### src/rtl/wbc_bus_arbiter.sv
// Wishbone classic shared-bus interconnect: round-robin grant of NM masters,
// top-address-bit decode onto NS slaves, error reply for unmapped or stalled accesses.
module wbc_bus_arbiter #(
  parameter int  NM        = 2,
  parameter int  ADDRWIDTH = 32,
  parameter int  DATAWIDTH = 32,
  parameter int  MUXWIDTH  = 3,
  parameter      SLAVE_MUX = {3'b001, 3'b000},
  parameter int  TIMEOUT   = 255,
  localparam int SELWIDTH  = DATAWIDTH / 8,
  localparam int NS        = $bits(SLAVE_MUX) / MUXWIDTH
) (
  input  logic                      clk,
  input  logic                      reset,
  input  logic [NM-1:0]             m_cyc_i,
  input  logic [NM-1:0]             m_stb_i,
  input  logic [NM-1:0]             m_we_i,
  input  logic [NM*ADDRWIDTH-1:0]   m_adr_i,
  input  logic [NM*DATAWIDTH-1:0]   m_dat_i,
  input  logic [NM*SELWIDTH-1:0]    m_sel_i,
  output logic [NM-1:0]             m_ack_o,
  output logic [NM-1:0]             m_err_o,
  output logic [DATAWIDTH-1:0]      m_dat_o,
  output logic [NS-1:0]             s_cyc_o,
  output logic [NS-1:0]             s_stb_o,
  output logic                      s_we_o,
  output logic [ADDRWIDTH-1:0]      s_adr_o,
  output logic [DATAWIDTH-1:0]      s_dat_o,
  output logic [SELWIDTH-1:0]       s_sel_o,
  input  logic [NS-1:0]             s_ack_i,
  input  logic [NS-1:0]             s_err_i,
  input  logic [NS*DATAWIDTH-1:0]   s_dat_i,
  output logic [NM-1:0]             grant_o
);

  localparam int          IW       = (NM > 1) ? $clog2(NM) : 1;
  localparam logic [15:0] TO_LIMIT = 16'(TIMEOUT);

  typedef enum logic {IDLE, BUSY} state_e;

  state_e         state_q, state_d;
  logic [IW-1:0]  last_q, last_d;
  logic [15:0]    tcnt_q, tcnt_d;

  int unsigned    gidx, sidx, rr_idx;
  logic           busy, g_cyc, g_stb, mapped, found;
  logic           sl_ack, sl_err, unmapped_err, timeout_err;
  logic [ADDRWIDTH-1:0] g_adr;

  assign busy  = (state_q == BUSY);
  assign gidx  = 32'(last_q);
  assign g_cyc = m_cyc_i[gidx];
  assign g_stb = m_stb_i[gidx];
  assign g_adr = m_adr_i[gidx*ADDRWIDTH +: ADDRWIDTH];

  // Later matches override earlier ones, so the highest matching slave index wins.
  always_comb begin
    mapped = 1'b0;
    sidx   = 0;
    for (int unsigned k = 0; k < NS; k++) begin
      if (g_adr[ADDRWIDTH-1 -: MUXWIDTH] == SLAVE_MUX[k*MUXWIDTH +: MUXWIDTH]) begin
        mapped = 1'b1;
        sidx   = k;
      end
    end
  end

  assign sl_ack       = mapped & s_ack_i[sidx];
  assign sl_err       = mapped & s_err_i[sidx];
  assign unmapped_err = busy & g_stb & ~mapped;
  assign timeout_err  = busy & g_stb & mapped & (tcnt_q == TO_LIMIT);

  always_comb begin
    state_d = state_q;
    last_d  = last_q;
    tcnt_d  = '0;
    found   = 1'b0;
    rr_idx  = 0;
    case (state_q)
      IDLE: begin
        if (|m_cyc_i) begin
          state_d = BUSY;
          for (int unsigned i = 1; i <= NM; i++) begin
            rr_idx = (gidx + i) % NM;
            if (!found && m_cyc_i[rr_idx]) begin
              found  = 1'b1;
              last_d = IW'(rr_idx);
            end
          end
        end
      end
      BUSY: begin
        if (g_stb && mapped && !sl_ack && !sl_err && !timeout_err)
          tcnt_d = tcnt_q + 16'd1;
        if (!g_cyc)
          state_d = IDLE;
      end
      default: state_d = IDLE;
    endcase
  end

  always_comb begin
    grant_o = '0;
    m_ack_o = '0;
    m_err_o = '0;
    m_dat_o = '0;
    s_cyc_o = '0;
    s_stb_o = '0;
    s_we_o  = m_we_i[gidx];
    s_adr_o = g_adr;
    s_dat_o = m_dat_i[gidx*DATAWIDTH +: DATAWIDTH];
    s_sel_o = m_sel_i[gidx*SELWIDTH +: SELWIDTH];
    if (busy) begin
      grant_o[gidx] = 1'b1;
      m_ack_o[gidx] = sl_ack;
      m_err_o[gidx] = sl_err | timeout_err | unmapped_err;
      if (mapped) begin
        // The timed-out strobe is withheld from the slave for the error cycle.
        s_cyc_o[sidx] = g_cyc;
        s_stb_o[sidx] = g_stb & ~timeout_err;
        m_dat_o       = s_dat_i[sidx*DATAWIDTH +: DATAWIDTH];
      end
    end
  end

  always_ff @(posedge clk) begin
    if (reset) begin
      state_q <= IDLE;
      last_q  <= IW'(NM - 1);
      tcnt_q  <= '0;
    end else begin
      state_q <= state_d;
      last_q  <= last_d;
      tcnt_q  <= tcnt_d;
    end
  end

endmodule

### config.mk
export PLATFORM = sky130hd
export DESIGN_NAME = wbc_bus_arbiter
export DESIGN_NICKNAME = d
export VERILOG_FILES = /design/src/rtl/wbc_bus_arbiter.sv
export SDC_FILE = /design/constraint.sdc
export NUM_CORES = 1
export LEC_CHECK = 0
export CORE_AREA = 2 2 124 126
export CTS_CLUSTER_SIZE = 12
export DETAILED_ROUTE_END_ITERATION = 6
export DIE_AREA = 0 0 126 128
export SLEW_MARGIN = 20
export SYNTH_ARGS = -nofsm -noshare
export SYNTH_HDL_FRONTEND = slang
export SYNTH_SLANG_ARGS = --single-unit
### constraint.sdc
create_clock -name clk -period 2.4 [get_ports clk]
set_clock_uncertainty 0.05 [all_clocks]
set_input_delay 0.48 -clock clk [delete_from_list [all_inputs] [get_ports clk]]
set_output_delay 0.48 -clock clk [all_outputs]
set_load 0.1 [all_outputs]
[Word level (Yosys, flattened, before mapping)]
Index checks and enable logic that the tools add are counted.
Widths: inputs -> output; s select.
Storage, ports and cells
  output and inout port bits: 111
  word-level logic and storage cells: 89
  input bits: 212
  register bits after elaboration: 18
Cells by class
  bitwise logic cells: 17
  shift-type cells: 4
  add/sub/neg operators: 3
  equal/unequal tests: 2
  reduce and logical (&&, ||, !) cells: 16
  $lt $le $gt $ge: 6
  muxes and demuxes: 38
Operators with widths (number)
  $shiftx 64x7->32: 3
  $mux 32: 2
  $mux 1: 26
  $add 16x1->16 const B: 1
  $eq 16x8->1 const B: 1
  $mux 2: 7
  $and 2x2->2: 4
  $lt 1x2->1 const B: 4
  $shiftx 8x4->4: 1
  $and 1x1->1: 7
  $logic_and 1x1->1: 7
  $logic_not 1->1: 4
  $not 1->1: 4
  $eq 3x1->1 const B: 1
  $logic_not 3->1: 1
  $reduce_and 3->1: 1
  $reduce_or 3->1: 1
  $add 1x1->1 const B: 2
  $demux 1 s1: 2
  $ge 1x1->1 const B: 2
  $or 1x1->1: 2
  $pmux 1 s2: 1
  $reduce_bool 2->1: 1
  $reduce_or 2->1: 1

[Longest topological paths before layout]
Gate-level depths: netlist of the first run.
  depth in word-level cells: 12
  mapped depth: 7
  depth with buffers taken out: 5

[Worst setup path after synthesis of the first run]
No wires, ideal clock.
  path kind: register to output
  start point: reg last_q
  end point: out m_ack_o[0]
  cell stages (with the launch flop): 4
  slack: -2.391 ns
  data arrival time: 4.261 ns
  buffers on the path: 1
  cell sequence: dfxtp_1 > clkbuf_1 > nor2b_1 > nor3b_1
Between the ends
  word-level cells in the longest chain between the ends: 8
  elaborated cells on any way between the ends: 16
RTL lines
  start, declared: RTL line 42  | logic [IW-1:0] last_q, last_d;
  start signal, assigned: RTL line 129  | last_q <= IW'(NM - 1);
  start signal, assigned: RTL line 133  | last_q <= last_d;
  $shiftx 64x7->32: RTL line 54  | assign g_adr = m_adr_i[gidx*ADDRWIDTH +: ADDRWIDTH];
  $eq 3x1->1: RTL line 61  | if (g_adr[ADDRWIDTH-1 -: MUXWIDTH] == SLAVE_MUX[k*MUXWIDTH +: MUXWIDTH]) begin
  $mux 1: RTL line 61
  $mux 1 (not written as such) (2 in series): RTL line 68  | assign sl_ack = mapped & s_ack_i[sidx];
  $and 1x1->1: RTL line 68
  $and 2x2->2 (no line) *
  $mux 2 *: RTL line 113  | if (busy) begin
  end, declared: RTL line 21  | output logic [NM-1:0] m_ack_o,
Mark *: on every way between the ends. The rest lies on a longest branch, timed or not. The select of a mux whose other input is x is not followed.

[Final worst setup path of the first run]
Ends and elaborated chain as after synthesis.

==> results of run 1 <==
[state kept, by name, indices dropped and copies added, names as in the netlist]
signal and count:
last_q 1, busy 1, tcnt_q 16
[cells in the final DEF, fill, tap and decap left out, drive strengths merged, types with 4 or more instances in the layout]
cell type / synthesis / final
xor2: 7 / 7
xnor2: 5 / 5
clkbuf: 17 / 7
nand4: 5 / 5
nand3: 5 / 5
a21oi: 32 / 32
nand2: 69 / 69
clkdlybuf4s50: 0 / 203
nor2: 6 / 6
mux2: 69 / 69
dfxtp: 18 / 18
nor3: 17 / 17
mux2i: 4 / 4
dlygate4sd2: 0 / 4
and3: 4 / 4
buf: 6 / 135
[worst max-delay path, stage by stage, from the launching register on]
cell and delay, ns:
dfxtp_4 0.41, mux2i_4 0.30, inv_4 0.08, buf_12 0.13, mux2i_4 0.20, nor3b_4 0.28
buf_12 0.21
[final cells by class]
class	instances	area (um^2)	area share, %
clock buffer	4	88.8	1.16
inverter	2	10.0	0.131
multi-input combinational	253	2320	30.4
sequential	18	365	4.79
tap	188	235	3.08
timing repair buffer	347	4610	60.4
[power by group]
| part | internal [mW] | leakage (nW) | switching, mW | total, mW |
|---|---|---|---|---|
| Sequential | 0.302 | 0.146 | 0.00596 | 0.308 |
| Clock | 0.254 | 0.0442 | 0.112 | 0.365 |
| Combinational | 1.03 | 2.69 | 1.44 | 2.47 |
[repair_timing]
item | CTS | global route
resized for setup | 20 | 12
setup endpoints to repair | 40 | 21
cloned | 0 | 1
pin swaps | 8 | 11
endpoints found under the hold margin | 0 | 0
setup buffers | 1 | 1
[stage by stage]
stage | utilization, % | instances | hold WS (ns) | total power [mW] | setup TNS, ns
after floorplan | - | 296 | 0.404 | 1.68 | -0.197
after global placement | 50.0 | 805 | 0.421 | 2.75 | -8.45
after detailed placement | 50.0 | 805 | 0.426 | 2.76 | -10.91
after CTS | 50.9 | 810 | 0.437 | 3.15 | -0.0578
after global routing | 51.3 | 812 | 0.408 | 3.23 | -0.170
final | 51.3 | 812 | 0.384 | 3.14 | -0.00241
[how the worst max path moves through the flow]
stage / from / endpoint / cells past startpoint
floorplan: last_q$_SDFFE_PP1P_ / m_ack_o[0] / 3
global placement: m_adr_i[63] / m_err_o[1] / 7
detailed placement: m_adr_i[63] / m_err_o[1] / 7
CTS: last_q$_SDFFE_PP1P_ / m_ack_o[0] / 6
global route: last_q$_SDFFE_PP1P_ / m_ack_o[0] / 6
finish: last_q$_SDFFE_PP1P_ / m_ack_o[0] / 6
[routing by layer]
layer	GRT usage, %	vias to the layer above	routed length, um
met2	34.9	147	8620
li1	-	1707	-
met1	18.5	1654	5160
met4	3.10	2	153
met3	3.38	12	972
met5	0	-	13
[kinds of logic (layout without fill, tap and decap cells)]
family                   count (synthesis)  in the layout
flip-flops                              18             18
multiplexers                            73             73
AND/OR/NAND/NOR                        125            125
buffers and inverters                   25            353
adder cells (fa/ha/maj)                  1              1
AO/OA/AOI/OAI                           42             42
XOR/XNOR                                12             12
==> flow_metrics.env, run 1 <==
export IMPL_outcome="complete, but fails checks"
export IMPL_violations="setup timing"
export IMPL_track_usage_pct=17.2
export IMPL_wire_per_inst_um=18.4
export IMPL_period_needed_ns=2.40
export IMPL_cts_sinks=18
export IMPL_hold_depth=1
export IMPL_cap_viol_max_count=0
export IMPL_cts_buffer_depth=2
export IMPL_synth_fa_ha_area_share_pct=0.549
export IMPL_syn_avg_cell_area_um2=7.69
export IMPL_end_kind="output pin"
export IMPL_p_leak_nw=2.88
export IMPL_die_w_um=126
export IMPL_hold_end="tcnt_q[0]$_SDFF_PP0_"
export IMPL_ant_nets=0
export IMPL_synth_top_family_by_area="multiplexers"
export IMPL_tightest_slew_ns=0.341
export IMPL_power_density_nw_per_um2=412
export IMPL_rsz0062_at_grt="yes"
export IMPL_synth_compound_area_share_pct=10.1
export IMPL_die_height_um=128
export IMPL_r2r_end="tcnt_q[14]$_SDFF_PP0_"
export IMPL_clk_latency_ns=0.25
export IMPL_slew_violations=0
export IMPL_fin_area_um2=7630
export IMPL_yosysWarningCount=0
export IMPL_ios=323
export IMPL_diodes=0
export IMPL_place_gp_congestion=0.880
export IMPL_dp_final_hpwl_um=13100
export IMPL_wl_um=14900
export IMPL_start_util_pct=15.3
export IMPL_die_area_um2=16100
export IMPL_yosys_top_cells_count="mux2_2, nand2_1, a21oi_1"
export IMPL_h_tree_depth=1
export IMPL_hp_class="reg -> reg"
export IMPL_synth_top_area_share_pct=34.1
export IMPL_ys_ff_latch=18
export IMPL_grt_pass1_vias=3757
export IMPL_synth_area_leaders="mux2_2, dfxtp_1, nand2_1, a21oi_1, nor3_2"
export IMPL_antenna_found_initial=2
export IMPL_critPathKind="reg -> out"
export IMPL_cts_root_buf="clkbuf_16"
export IMPL_drc_errors=0
export IMPL_placed_area_um2=7430
export IMPL_peakVddDrop_v=0.000196
export IMPL_cts_tree="built"
export IMPL_drt_first_pass_iters=3
export IMPL_hold_violations=0
export IMPL_grt_max_degree=72
export IMPL_vias_per_cell=4.34
export IMPL_arrival_ns=1.87
export IMPL_hold_start="tcnt_q[0]$_SDFF_PP0_"
export IMPL_synth_xor_area_share_pct=4.62
export IMPL_critPathMaxFanout=7
export IMPL_synth_simple_area_share_pct=27.9
export IMPL_rows=45
export IMPL_post_place_ws_ns=-0.350
export IMPL_layout_drive_gt1_share_pct=44.2
export IMPL_synth_edff_count=0
export IMPL_area_growth_pct=235
export IMPL_reg2reg_depth=7
export IMPL_setup_ws_ns=-0.00241
export IMPL_ys_flop_type="dfxtp_1"
export IMPL_fmax_ghz=0.416
export IMPL_max_slew_margin_pct=77.0
export IMPL_finalSetupViolCount=1
export IMPL_drt_initial_drc_count=55
export IMPL_nets=838
export IMPL_synth_mux_area_share_pct=36.4
export IMPL_port_buffers=322
export IMPL_required_ns=1.87
export IMPL_synth_area_um2=2280
export IMPL_fin_crit_sh_pct=100
export IMPL_cp_start_kind="flop"
export IMPL_cts_buffers=3
export IMPL_syn_nets=509
export IMPL_yosys_area_top_type="mux2_2"
export IMPL_grt_pass1_wl_um=21600
export IMPL_core_um2=14900
export IMPL_synthCells=296
export IMPL_n_fill_cell=1341
export IMPL_num_vias=3522
export IMPL_synthArstFlopShare_pct=0
export IMPL_r2r_setup_slack_ns=0.30
export IMPL_synth_seq_area_share_pct=15.8
export IMPL_ys_types=38
export IMPL_path_clk_slew_ns=0.05
export IMPL_ctsHoldBuffers=0
export IMPL_r2r_start="last_q$_SDFFE_PP1P_"
export IMPL_grt_overflow=0
(Power assumes the default switching activity.)
==> run 2: changes to the inputs <==
DONT_BUFFER_PORTS = 1   (was not set)
==> run 2 against run 1 <==
  * The flow now finishes without violations
  * Final cell count decreased by 26%
  * Sequential power is essentially flat
  * Fmax grew 1.2%
  * Register-to-register slack worse by 0.02 ns
  * Die area did not move
  * Total power is 12% lower
  * Largest power group unchanged
==> flow_metrics.env, run 2 (synthesis results as in run 1) <==
export IMPL_outcome="finished, final reports clean"
export IMPL_drc_errors=0
export IMPL_grt_max_degree=43
export IMPL_cts_root_buf="clkbuf_16"
export IMPL_die_area_um2=16100
export IMPL_mostFrequentLayoutCells="buf_12, mux2_2, nand2_1"
export IMPL_die_height_um=128
export IMPL_rsz0062_at_grt="yes"
export IMPL_critPathKind="reg -> out"
export IMPL_area_growth_pct=137
export IMPL_path_clk_slew_ns=0.06
export IMPL_place_gp_congestion=0.865
export IMPL_tightest_slew_ns=0.393
export IMPL_grt_overflow=0
export IMPL_setup_ws_ns=0.0250
export IMPL_wire_per_inst_um=22.4
export IMPL_peakVddDrop_v=0.000327
export IMPL_h_tree_depth=1
export IMPL_drt_first_pass_iters=4
export IMPL_grt_pass1_vias=2966
export IMPL_period_needed_ns=2.38
export IMPL_die_w_um=126
export IMPL_clk_latency_ns=0.25
export IMPL_ant_nets=0
export IMPL_num_vias=2808
export IMPL_layout_commonest_cell="buf_12"
export IMPL_cap_viol_max_count=0
export IMPL_hp_class="in -> reg"
export IMPL_arrival_ns=1.85
export IMPL_end_kind="output pin"
export IMPL_critPathMaxFanout=30
export IMPL_max_stage_delay_ns=0.37
export IMPL_antenna_found_initial=2
export IMPL_p_total_mw=2.76
export IMPL_nets=622
export IMPL_cts_buffer_depth=2
export IMPL_max_slew_margin_pct=73.8
export IMPL_drt_initial_drc_count=163
export IMPL_slew_violations=0
export IMPL_vias_per_cell=4.70
export IMPL_hold_violations=0
export IMPL_p_leak_nw=1.96
export IMPL_dp_final_hpwl_um=11800
export IMPL_tns_ns=0
export IMPL_rows=45
export IMPL_wl_um=13400
export IMPL_grt_pass1_wl_um=18400
export IMPL_ios=323
export IMPL_largest_register_ff_count=16
export IMPL_core_um2=14900
export IMPL_ctsHoldBuffers=0
export IMPL_port_buffers=0
export IMPL_fmax_ghz=0.421
export IMPL_start_util_pct=15.3
export IMPL_fin_crit_sh_pct=99.0
export IMPL_required_ns=1.87
export IMPL_cp_cell_sequence="mux2i_4 -> inv_4 -> buf_8 -> nand2_1 -> a21oi_4 -> buf_12"
export IMPL_cp_start_kind="flop"
export IMPL_cts_tree="built"
export IMPL_power_density_nw_per_um2=510
export IMPL_cts_sinks=18
export IMPL_top_register="tcnt_q"
export IMPL_post_place_ws_ns=0.0547
export IMPL_cpMaxStageDelayCell="dfxtp_4"
export IMPL_layout_drive_gt1_share_pct=66.7
export IMPL_cts_buffers=3
export IMPL_finalSetupViolCount=0
export IMPL_track_usage_pct=15.1
==> run 2: cell types whose count changed in the layout (fill, tap and decap cells not counted), moves of 2 or more <==
cell / previous run / this run
dlygate4sd2_1: 4 / 0
clkdlybuf4s50_1: 203 / 0
diode_2: 0 / 2
buf_12: 115 / 110
clkbuf_2: 2 / 0
buf_4: 15 / 17
==> run 2: metal layers <==
metal  global-route usage, %  part of all wire (%)
met1                    16.6                    34
met4                    3.81                   1.3
met2                    29.1                    57
met5                       0                 0.090
met3                    3.59                   8.1
==> run 2: worst paths after layout <==
check | start | to | slack, ns | cells after the start
worst max-delay path | last_q$_SDFFE_PP1P_ | m_dat_o[5] | 0.02 | 6
worst min-delay path | reset | busy$_SDFF_PP0_ | 0.25 | 1
worst max register to register | last_q$_SDFFE_PP1P_ | tcnt_q[2]$_SDFF_PP0_ | 0.28 | 7
worst min register to register | tcnt_q[0]$_SDFF_PP0_ | tcnt_q[0]$_SDFF_PP0_ | 0.42 | 1
==> run 2: repair_timing <==
action,CTS,global route
setup buffers,1,1
endpoints found under the setup margin,35,20
pin swaps,3,5
endpoints found under the hold margin,0,0
resized for setup,9,10
==> run 2: power breakdown <==
part | internal [mW] | leakage, nW | switching (mW)
clock network | 0.254 | 0.0442 | 0.123
logic | 0.697 | 1.77 | 1.37
registers | 0.302 | 0.147 | 0.00500
total | 1.25 | 1.96 | 1.50
==> run 2: worst max-delay path, delay by kind of cell (launching register included) <==
kind	cells	cell delay, ns
compound gates	1	0.21
buf+inv	3	0.61
flops	1	0.37
mux	1	0.21
simple gates	1	0.16
==> run 2: through the flow <==
stage | hold slack, ns | std cells | instance area (um^2) | util (%)
6_report | 0.252 | 598 | 5410 | 36.4
2_1_floorplan | 0.404 | 296 | 2740 | -
3_3_place_gp | 0.421 | 592 | 5230 | 35.2
5_1_grt | 0.247 | 597 | 5400 | 36.3
4_1_cts | 0.250 | 596 | 5350 | 36.0
3_5_place_dp | 0.436 | 592 | 5230 | 35.2
==> run 2: area by class of cell <==
class,instances,area (um^2)
fillers,1460,9460
repair buffers,131,2380
multi-input cells,253,2320
flip-flops and latches,18,367
well taps,188,235
clock buffers,4,88.8
inverters,2,10.0
diodes,2,5.00
==> run 3: changes to the inputs <==
PLACE_DENSITY = 0.38   (was not set)
TNS_END_PERCENT = 100   (was not set)
==> run 3 against run 2 <==
  * Total power decreased by 1.7%
  * First-iteration DRC count fell by 55%
  * Final cell count fell by 0.33%
  * Die area stayed put
  * Sequential power up 1%
  * Core utilization is essentially flat
  * Setup slack improved by 0.011 ns
  * Critical path depth unchanged
  * Largest power group unchanged
  * Highest routed layer is now met4
==> flow_metrics.env, run 3 (synthesis results as in run 1) <==
export IMPL_drt_first_pass_iters=4
export IMPL_cts_buffers=3
export IMPL_critPathMaxFanout=7
export IMPL_multi_input_area_um2=2300
export IMPL_p_leak_nw=1.97
export IMPL_cts_buffer_depth=2
export IMPL_vias_per_cell=4.46
export IMPL_num_vias=2657
export IMPL_grt_overflow=0
export IMPL_diodes=0
export IMPL_slew_violations=0
export IMPL_core_um2=14900
export IMPL_regArea_um2=365
export IMPL_path_clk_slew_ns=0.05
export IMPL_hp_class="in -> reg"
export IMPL_die_w_um=126
export IMPL_dpl_cell_count=588
export IMPL_die_height_um=128
export IMPL_mostFrequentLayoutCells="buf_12, mux2_2, nand2_1"
export IMPL_hold_end="busy$_SDFF_PP0_"
export IMPL_grt_pass1_vias=2836
export IMPL_end_kind="output pin"
export IMPL_wl_um=11800
export IMPL_layout_drive_gt1_share_pct=65.4
export IMPL_nets=622
export IMPL_finalSetupViolCount=0
export IMPL_reg2reg_depth=6
export IMPL_wire_per_inst_um=19.8
export IMPL_top_register="tcnt_q"
export IMPL_area_growth_pct=137
export IMPL_ant_nets=0
export IMPL_grt_max_degree=68
export IMPL_cts_sinks=18
export IMPL_arrival_ns=1.83
export IMPL_required_ns=1.87
export IMPL_port_buffers=0
export IMPL_layout_commonest_cell="buf_12"
export IMPL_fin_crit_sh_pct=98.5
export IMPL_die_area_um2=16100
export IMPL_cp_start_kind="flop"
export IMPL_n_fill_cell=1470
export IMPL_ctsHoldBuffers=0
export IMPL_rows=45
export IMPL_track_usage_pct=13.3
export IMPL_cap_viol_max_count=0
export IMPL_power_density_nw_per_um2=502
export IMPL_start_util_pct=15.3
export IMPL_hold_depth=1
export IMPL_outcome="finished, final reports clean"
export IMPL_peakVddDrop_v=0.000268
export IMPL_fmax_ghz=0.423
export IMPL_cts_tree="built"
export IMPL_r2r_start="last_q$_SDFFE_PP1P_"
export IMPL_fin_area_um2=5400
export IMPL_antenna_found_initial=0
export IMPL_h_tree_depth=1
export IMPL_period_needed_ns=2.36
export IMPL_rsz0062_at_grt="yes"
export IMPL_grt_pass1_wl_um=16800
export IMPL_placed_area_um2=5230
export IMPL_r2r_end="tcnt_q[13]$_SDFF_PP0_"
export IMPL_critPathKind="reg -> out"
export IMPL_cts_root_buf="clkbuf_16"
export IMPL_drt_initial_drc_count=74
export IMPL_fin_cells=596
export IMPL_place_gp_congestion=0.843
export IMPL_max_slew_margin_pct=75.9
export IMPL_largest_register_ff_count=16
export IMPL_ios=323
export IMPL_drc_errors=0
export IMPL_clk_latency_ns=0.25
export IMPL_hold_start="reset"
export IMPL_r2r_setup_slack_ns=0.33
export IMPL_hold_violations=0
export IMPL_tightest_slew_ns=0.354
export IMPL_dp_final_hpwl_um=10500
[run 3: layout make-up]
class,instances,area share (%)
clock buffer,4,1.46
timing repair buffer,131,44.6
multi-input combinational,253,42.7
tap,188,4.35
sequential,18,6.76
inverter,2,0.185
[run 3: worst max path at each step]
stage	start	end	slack, ns
global route	last_q$_SDFFE_PP1P_	m_err_o[1]	-0.04
floorplan	last_q$_SDFFE_PP1P_	m_ack_o[0]	-0.12
detailed placement	tcnt_q[0]$_SDFF_PP0_	m_err_o[1]	0.15
global placement	m_adr_i[63]	m_err_o[1]	0.15
CTS	last_q$_SDFFE_PP1P_	m_err_o[1]	0.003
finish	last_q$_SDFFE_PP1P_	m_err_o[1]	0.04
[run 3: repair_timing]
item | 4_1_cts | 5_1_grt
setup endpoints to repair | 34 | 23
pin swaps | 4 | 3
buffers inserted | 3 | 1
resized for setup | 4 | 10
endpoints found under the hold margin | 0 | 0
[run 3: worst max-delay path: stages, from the launching register on]
cell and delay (ns):
dfxtp_4 0.42, mux2i_4 0.31, inv_4 0.09, mux2i_4 0.20
o221ai_2 0.21, and2_4 0.19, buf_12 0.16
[run 3: power by group]
part	switching (mW)	internal, mW
sequential	0.00886	0.302
combinational	1.36	0.706
clock	0.111	0.226
total	1.48	1.23
[run 3: metrics by stage]
step | setup TNS, ns | worst slack [ns] | utilization (%) | total power, mW | hold slack [ns]
after floorplan | -0.197 | -0.123 | - | 1.68 | 0.404
after global placement | 0 | 0.147 | 35.2 | 2.36 | 0.420
after detailed placement | 0 | 0.152 | 35.2 | 2.38 | 0.433
after CTS | 0 | 0.00311 | 36.0 | 2.72 | 0.248
after global routing | -0.0869 | -0.0410 | 36.3 | 2.78 | 0.246
final | 0 | 0.0358 | 36.3 | 2.71 | 0.248
[run 3: layer usage]
layer	wire length, um	vias to the layer above	global-route usage, %	part of all wire [%]
met2	6680	136	25.2	57
li1	-	1280	-	-
met5	0	-	0	0
met3	828	6	2.88	7.0
met4	102	0	2.46	0.86
met1	4190	1235	15.4	36
